$ cat src/rtl/dcache_snoop.sv
// Snoop responder for one core's 2-way L1 dcache: looks up a snooped block,
// supplies dirty data one word per handshake, then downgrades/invalidates it.
module dcache_snoop #(
  parameter int NSETS = 8
) (
  input  logic                       CLK,
  input  logic                       nRST,
  input  logic                       ccwait,
  input  logic                       ccinv,
  input  logic [31:0]                ccsnoopaddr,
  input  logic                       dwait,
  input  logic                       cache_idle,
  input  logic [1:0]                 fr_valid,
  input  logic [1:0]                 fr_dirty,
  input  logic [51:0]                fr_tag,
  input  logic [127:0]               fr_data,
  input  logic                       link_valid,
  input  logic [31:0]                link_addr,
  output logic [$clog2(NSETS)-1:0]   fr_idx,
  output logic                       upd_en,
  output logic                       upd_way,
  output logic                       upd_valid,
  output logic                       upd_dirty,
  output logic                       ccwrite,
  output logic [31:0]                dstore,
  output logic                       snoop_busy,
  output logic                       link_clear
);

  localparam int IDXW = $clog2(NSETS);
  localparam int TAGW = 29 - IDXW;

  typedef enum logic [2:0] {IDLE, LOOKUP, XFER0, XFER1, UPDATE} state_t;

  state_t      state_r, state_s;
  logic [31:3] saddr_r;
  logic        sinv_r;
  logic        hway_r;
  logic [31:0] w0_r, w1_r;

  logic        hit0_s, hit1_s, hit_s, hway_s, hdirty_s;
  logic [31:0] hw0_s, hw1_s;
  logic        capture_s;
  logic        unused_s;

  // Byte offset bits never matter: blocks are two aligned words.
  assign unused_s  = ^{ccsnoopaddr[2:0], link_addr[2:0]};
  assign capture_s = (state_r == IDLE) && ccwait && cache_idle;

  // Tag compare on the frame read port; way0 takes priority on a double hit.
  always_comb begin
    hit0_s   = fr_valid[0] && (fr_tag[TAGW-1:0] == saddr_r[31:3+IDXW]);
    hit1_s   = fr_valid[1] && (fr_tag[2*TAGW-1:TAGW] == saddr_r[31:3+IDXW]);
    hit_s    = hit0_s || hit1_s;
    hway_s   = !hit0_s;
    hdirty_s = hit0_s ? fr_dirty[0] : fr_dirty[1];
    hw0_s    = hit0_s ? fr_data[31:0]  : fr_data[95:64];
    hw1_s    = hit0_s ? fr_data[63:32] : fr_data[127:96];
  end

  // Next-state logic; a dropped ccwait aborts any in-flight snoop.
  always_comb begin
    state_s = state_r;
    case (state_r)
      IDLE: begin
        if (capture_s) state_s = LOOKUP;
        else           state_s = IDLE;
      end
      LOOKUP: begin
        if (!ccwait || !hit_s) state_s = IDLE;
        else if (hdirty_s)     state_s = XFER0;
        else                   state_s = UPDATE;
      end
      XFER0: begin
        if (!ccwait)     state_s = IDLE;
        else if (!dwait) state_s = XFER1;
        else             state_s = XFER0;
      end
      XFER1: begin
        if (!ccwait)     state_s = IDLE;
        else if (!dwait) state_s = UPDATE;
        else             state_s = XFER1;
      end
      UPDATE:  state_s = IDLE;
      default: state_s = IDLE;
    endcase
  end

  // State register plus snoop request and hit-data latches.
  always_ff @(posedge CLK or negedge nRST) begin
    if (!nRST) begin
      state_r <= IDLE;
      saddr_r <= 29'd0;
      sinv_r  <= 1'b0;
      hway_r  <= 1'b0;
      w0_r    <= 32'd0;
      w1_r    <= 32'd0;
    end else begin
      state_r <= state_s;
      if (capture_s) begin
        saddr_r <= ccsnoopaddr[31:3];
        sinv_r  <= ccinv;
      end
      if (state_r == LOOKUP) begin
        hway_r <= hway_s;
        w0_r   <= hw0_s;
        w1_r   <= hw1_s;
      end
    end
  end

  // Output decode from the registered state and latches.
  always_comb begin
    fr_idx     = saddr_r[3 +: IDXW];
    upd_en     = 1'b0;
    upd_way    = 1'b0;
    upd_valid  = 1'b0;
    upd_dirty  = 1'b0;
    ccwrite    = 1'b0;
    dstore     = 32'd0;
    link_clear = 1'b0;
    snoop_busy = (state_r != IDLE) || ccwait;
    case (state_r)
      XFER0: begin
        ccwrite = 1'b1;
        dstore  = w0_r;
      end
      XFER1: begin
        ccwrite = 1'b1;
        dstore  = w1_r;
      end
      UPDATE: begin
        upd_en     = 1'b1;
        upd_way    = hway_r;
        upd_valid  = !sinv_r;
        link_clear = sinv_r && link_valid && (link_addr[31:3] == saddr_r);
      end
      default: begin
        ccwrite = 1'b0;
      end
    endcase
  end

endmodule

$ cat config.mk
export PLATFORM = sky130hd
export DESIGN_NAME = dcache_snoop
export DESIGN_NICKNAME = d
export VERILOG_FILES = /design/src/rtl/dcache_snoop.sv
export SDC_FILE = /design/constraint.sdc
export NUM_CORES = 1
export LEC_CHECK = 0
export CORE_MARGIN = 2
export CORE_UTILIZATION = 41
export DETAILED_ROUTE_END_ITERATION = 8
export HOLD_SLACK_MARGIN = 0.05
export PLACE_DENSITY_LB_ADDON = 0.05
export RECOVER_POWER = 25
export SYNTH_ARGS = -nofsm -noshare
export SYNTH_HDL_FRONTEND = slang
export SYNTH_SLANG_ARGS = --single-unit
$ cat constraint.sdc
create_clock -name CLK -period 3.1 [get_ports CLK]
set_input_delay 0.93 -clock CLK [delete_from_list [all_inputs] [get_ports CLK]]
set_output_delay 0.93 -clock CLK [all_outputs]
set_load 0.1 [all_outputs]
After elaboration in Yosys (flattened, before gate mapping):

Index checks and enable logic that the tools add are counted.

* eq/ne operators: 7
* multiplexer cells: 17
* reduce and logical (&&, ||, !) cells: 16

Operator list (count)
* 2-to-1 mux 32 bit: 2
* case mux 32 bit (2 select lines): 1
* equality test 26 bit: 2
* equality test 29 bit: 1
* 2-to-1 mux 3 bit: 4
* case mux 3 bit (4 select lines): 1
* 2-to-1 mux 1 bit: 8
* equality test 3 x 2 -> 1 bit (second input constant): 2
* logical AND 1 bit: 6
* logical NOT 1 bit: 4
* equality test 3 x 1 -> 1 bit (second input constant): 1
* equality test 3 bit (second input constant): 1
* logical NOT 3 bit: 1
* logical OR 1 bit: 3
* nonzero test 3 bit: 1
* 2-to-1 mux 2 bit: 1
* OR reduction 2 bit: 1

* flip-flop bits (word level): 98
* bits of input ports: 255
* output and inout port bits: 42
* logic and storage cells: 46

Logic depth before layout (Yosys ltp):

* depth after elaboration: 7
* mapped depth: 7
* depth with buffers taken out: 5

Worst setup path before layout:

Ideal clock, no wire load.

* path type: input-to-output
* start: input link_addr[24]
* end: output link_clear
* data arrival time: 4.442 ns
* required time: 2.170 ns
* path slack: -2.272 ns
* cell stages on the path: 5
* buffers on the path: 0
* path through: xnor2_1 -> nand4_1 -> nor4_1 -> nand3_1 -> nor4_1

* word-level cells in the longest chain between the ends: 3

RTL lines
* from (decl): line 18 `input logic [31:0] link_addr,`
* equality test 29 bit: line 136 `link_clear = sinv_r && link_valid && (link_addr[31:3] == saddr_r);`
* logical AND 1 bit: line 136
* 2-to-1 mux 1 bit: line 123 `case (state_r)`
* to (decl): line 27 `output logic link_clear`

Every way passes these cells.

Worst setup path in the final report:

* start: input link_addr[25]
* end: output link_clear

Same word-level chain as after synthesis.

==> flow_metrics.py <==
metrics = {
    "synth": {
        "synthTopCellsByCount": "nor2_1 (99), dfrtp_1 (98), nand3_1 (70), a31oi_1 (64), xnor2_1 (62)",
        "yosys.cell_types.count": 32,
        "ys.flop_type": "dfrtp_1",
        "synth-edff-count": 0,
        "syn_inst": 644,
        "synth_area_per_cell_um2": 9.03,
        "ys_warn_count": 0,
        "synth-async-reset-ratio": 1.00,
        "synth-seq-cells": 98,
        "synthTopCellsByArea": "dfrtp_1 (42%), xnor2_1 (9.3%), a31oi_1 (6.9%)",
        "yosysMostFrequentCell": "nor2_1",
        "syn_nets": 899,
        "synth.yosys.seq_area_share": 0.422,
        "yosysTopAreaCellShare": 0.422,
        "yosysTopAreaCell": "dfrtp_1",
        "synth_area_mm2": 0.00582,
    },
    "placed_design": {
        "numPortBuffers": 289,
        "gp_congestion": 0.919,
        "placed_cells": 1075,
        "placed_area_mm2": 0.00941,
        "dp_hpwl_um": 15300,
        "dp_slack_ps": -556,
    },
    "floorplan": {
        "fp.dieW_um": 123,
        "fp.dieArea_mm2": 0.0152,
        "io_pins": 297,
        "placementRows": 43,
        "core-area_mm2": 0.0139,
        "die_h_um": 123,
        "start_util": 0.419,
    },
    "setup_path": {
        "start_kind": "input pin",
        "path_max_fanout": 1,
        "crit_arrival_ps": 2300,
        "reg2reg_setup_slack_ps": 800,
        "required_ps": 2170,
        "end_kind": "output pin",
        "crit_type": "input pin to output pin",
    },
    "power_and_ir_drop": {
        "vdd_drop_max_mv": 0.234,
        "power.leakage_nw": 3.59,
        "powerDensity_mw_per_mm2": 393,
    },
    "routing": {
        "drc": 0,
        "ant_nets": 0,
        "viasPerCell": 5.49,
        "finalWirelength_um": 20700,
        "drtPass1Iterations": 4,
        "via_count": 5984,
        "drtIter0Drc": 423,
        "wire_per_inst_um": 19.0,
    },
    "cells_and_area": {
        "fin_cells": 1090,
        "stdcell_area_mm2": 0.00980,
        "syn_to_final_growth_pct": 68.4,
        "final_layout_size_suffix_gt1_frac": 0.185,
        "antenna_cells": 0,
        "nets": 1161,
    },
    "clocking": {
        "clk_latency_ps": 340,
        "cts.root.buffer_cell": "clkbuf_16",
        "ctsHoldBuffers": 0,
        "cts_buffers": 9,
        "cts_tree": "done",
        "cts_sinks": 98,
        "clk_path_buf_depth": 2,
        "post-cts-setup-buffer-count": 0,
        "htreeDepth": 3,
        "clk_pin_slew_ps": 60,
    },
    "sta": {
        "setup_ws_ps": -131,
        "min_period_ps": 3230,
        "slew_viol_final": 34,
        "final-setup-viol-count": 1,
        "skew_ps": 8.74,
        "hold_violations": 0,
        "rsz0062_at_grt": "true",
        "timing.setup.tns_ps": -131,
        "min_period_over_period": 1.04,
        "worst_slew_pin_slew_ps": 1810,
        "clock.fmax_mhz": 310,
        "slew_headroom": -0.205,
        "whs_ps": 550,
    },
    "global_routing": {
        "grt_max_degree": 132,
        "grt_util_all_layers": 0.272,
        "overflow": 0,
        "grt_pass1_wl_um": 31600,
        "grt_pass1_vias": 6098,
        "antenna_found_initial": 0,
    },
    "run_status": {
        "violations": "max-capacitance violations, max-slew violations, negative setup slack",
        "status": "complete, but fails checks",
    },
    "flow_run": {
        "drv_cap": 1,
    },
    "worst_hold_path": {
        "min_path_type": "register to register",
    },
}
[logic make-up (layout without fill, tap and decap cells)]
| family | count (synthesis) | count (layout) | synth area share |
|---|---|---|---|
| AO/OA/AOI/OAI | 133 | 133 | 0.130 |
| XOR/XNOR | 81 | 81 | 0.122 |
| AND/OR/NAND/NOR | 209 | 209 | 0.168 |
| buffers and inverters | 60 | 326 | 0.0439 |
| flip-flops | 98 | 98 | 0.422 |
| multiplexers | 62 | 62 | 0.113 |
| other | 1 | 1 | 0.000645 |
[area by class of cell]
class,instances,area [um2]
clock inverters,2,10.0
well taps,180,225
inverters,3,15.0
flip-flops and latches,98,2450
clock buffers,13,280
fillers,1056,4090
repair buffers,308,3470
multi-input cells,486,3340
[state kept, by name, indices dropped and copies added (netlist names)]
| signal | flops |
|---|---|
| w1_r | 32 |
| state_r | 3 |
| hway_r | 1 |
| saddr_r | 29 |
| sinv_r | 1 |
| w0_r | 32 |
[power by group]
| group | internal (W) | switching, W |
|---|---|---|
| clock network | 0.000625 | 0.000467 |
| registers | 0.00148 | 0.000203 |
| logic | 0.000628 | 0.000447 |
| total | 0.00273 | 0.00112 |
[metrics by stage]
| step | total power [W] | utilization |
|---|---|---|
| after floorplan | 0.00222 | - |
| after global placement | 0.00271 | 0.678 |
| after detailed placement | 0.00274 | 0.678 |
| after CTS | 0.00386 | 0.705 |
| after global routing | 0.00403 | 0.706 |
| final | 0.00385 | 0.706 |
[critical path: stages]
cell             delay (ps)
clkdlybuf4s50_1         510
xnor2_2                 130
nand4_1                 160
nor4_4                  350
buf_12                  210
[path summary, 6_finish.rpt]
check | startpoint | endpoint | cells after the start
max in group asynchronous | nRST | w0_r[17] | 2
hold / removal | hway_r | hway_r | 2
min in group asynchronous | nRST | w1_r[16] | 1
setup / recovery | link_addr[25] | link_clear | 5
setup reg to reg | state_r[0] | state_r[2] | 6
hold reg to reg | hway_r | hway_r | 2
[routing by layer]
layer / up-vias / wire [um] / track usage
li1: 2809 / - / -
met1: 2866 / 7950 / 0.335
met2: 267 / 10400 / 0.466
met3: 42 / 1620 / 0.0595
met4: 0 / 656 / 0.105
met5: - / 0 / 0
[cell usage in the layout, fill, tap and decap left out, types with 13 or more instances in the layout]
cell type        count
dfrtp_1             97
nand3_1             67
mux2i_1             32
nand4_1             15
xnor2_1             56
xor2_1              16
buf_12              45
mux2_2              30
clkdlybuf4s50_1    228
o21ai_0             59
nor2_2              30
buf_4               13
nor2_1              69
a31oi_1             64
[what timing repair did]
| item | in CTS | in global routing |
|---|---|---|
| resized for setup | 59 | 5 |
| cloned | 0 | 0 |
| pin swaps | 18 | 3 |
| endpoints found under the setup margin | 1 | 1 |
Note: power is estimated with default switching activity, not from simulation.
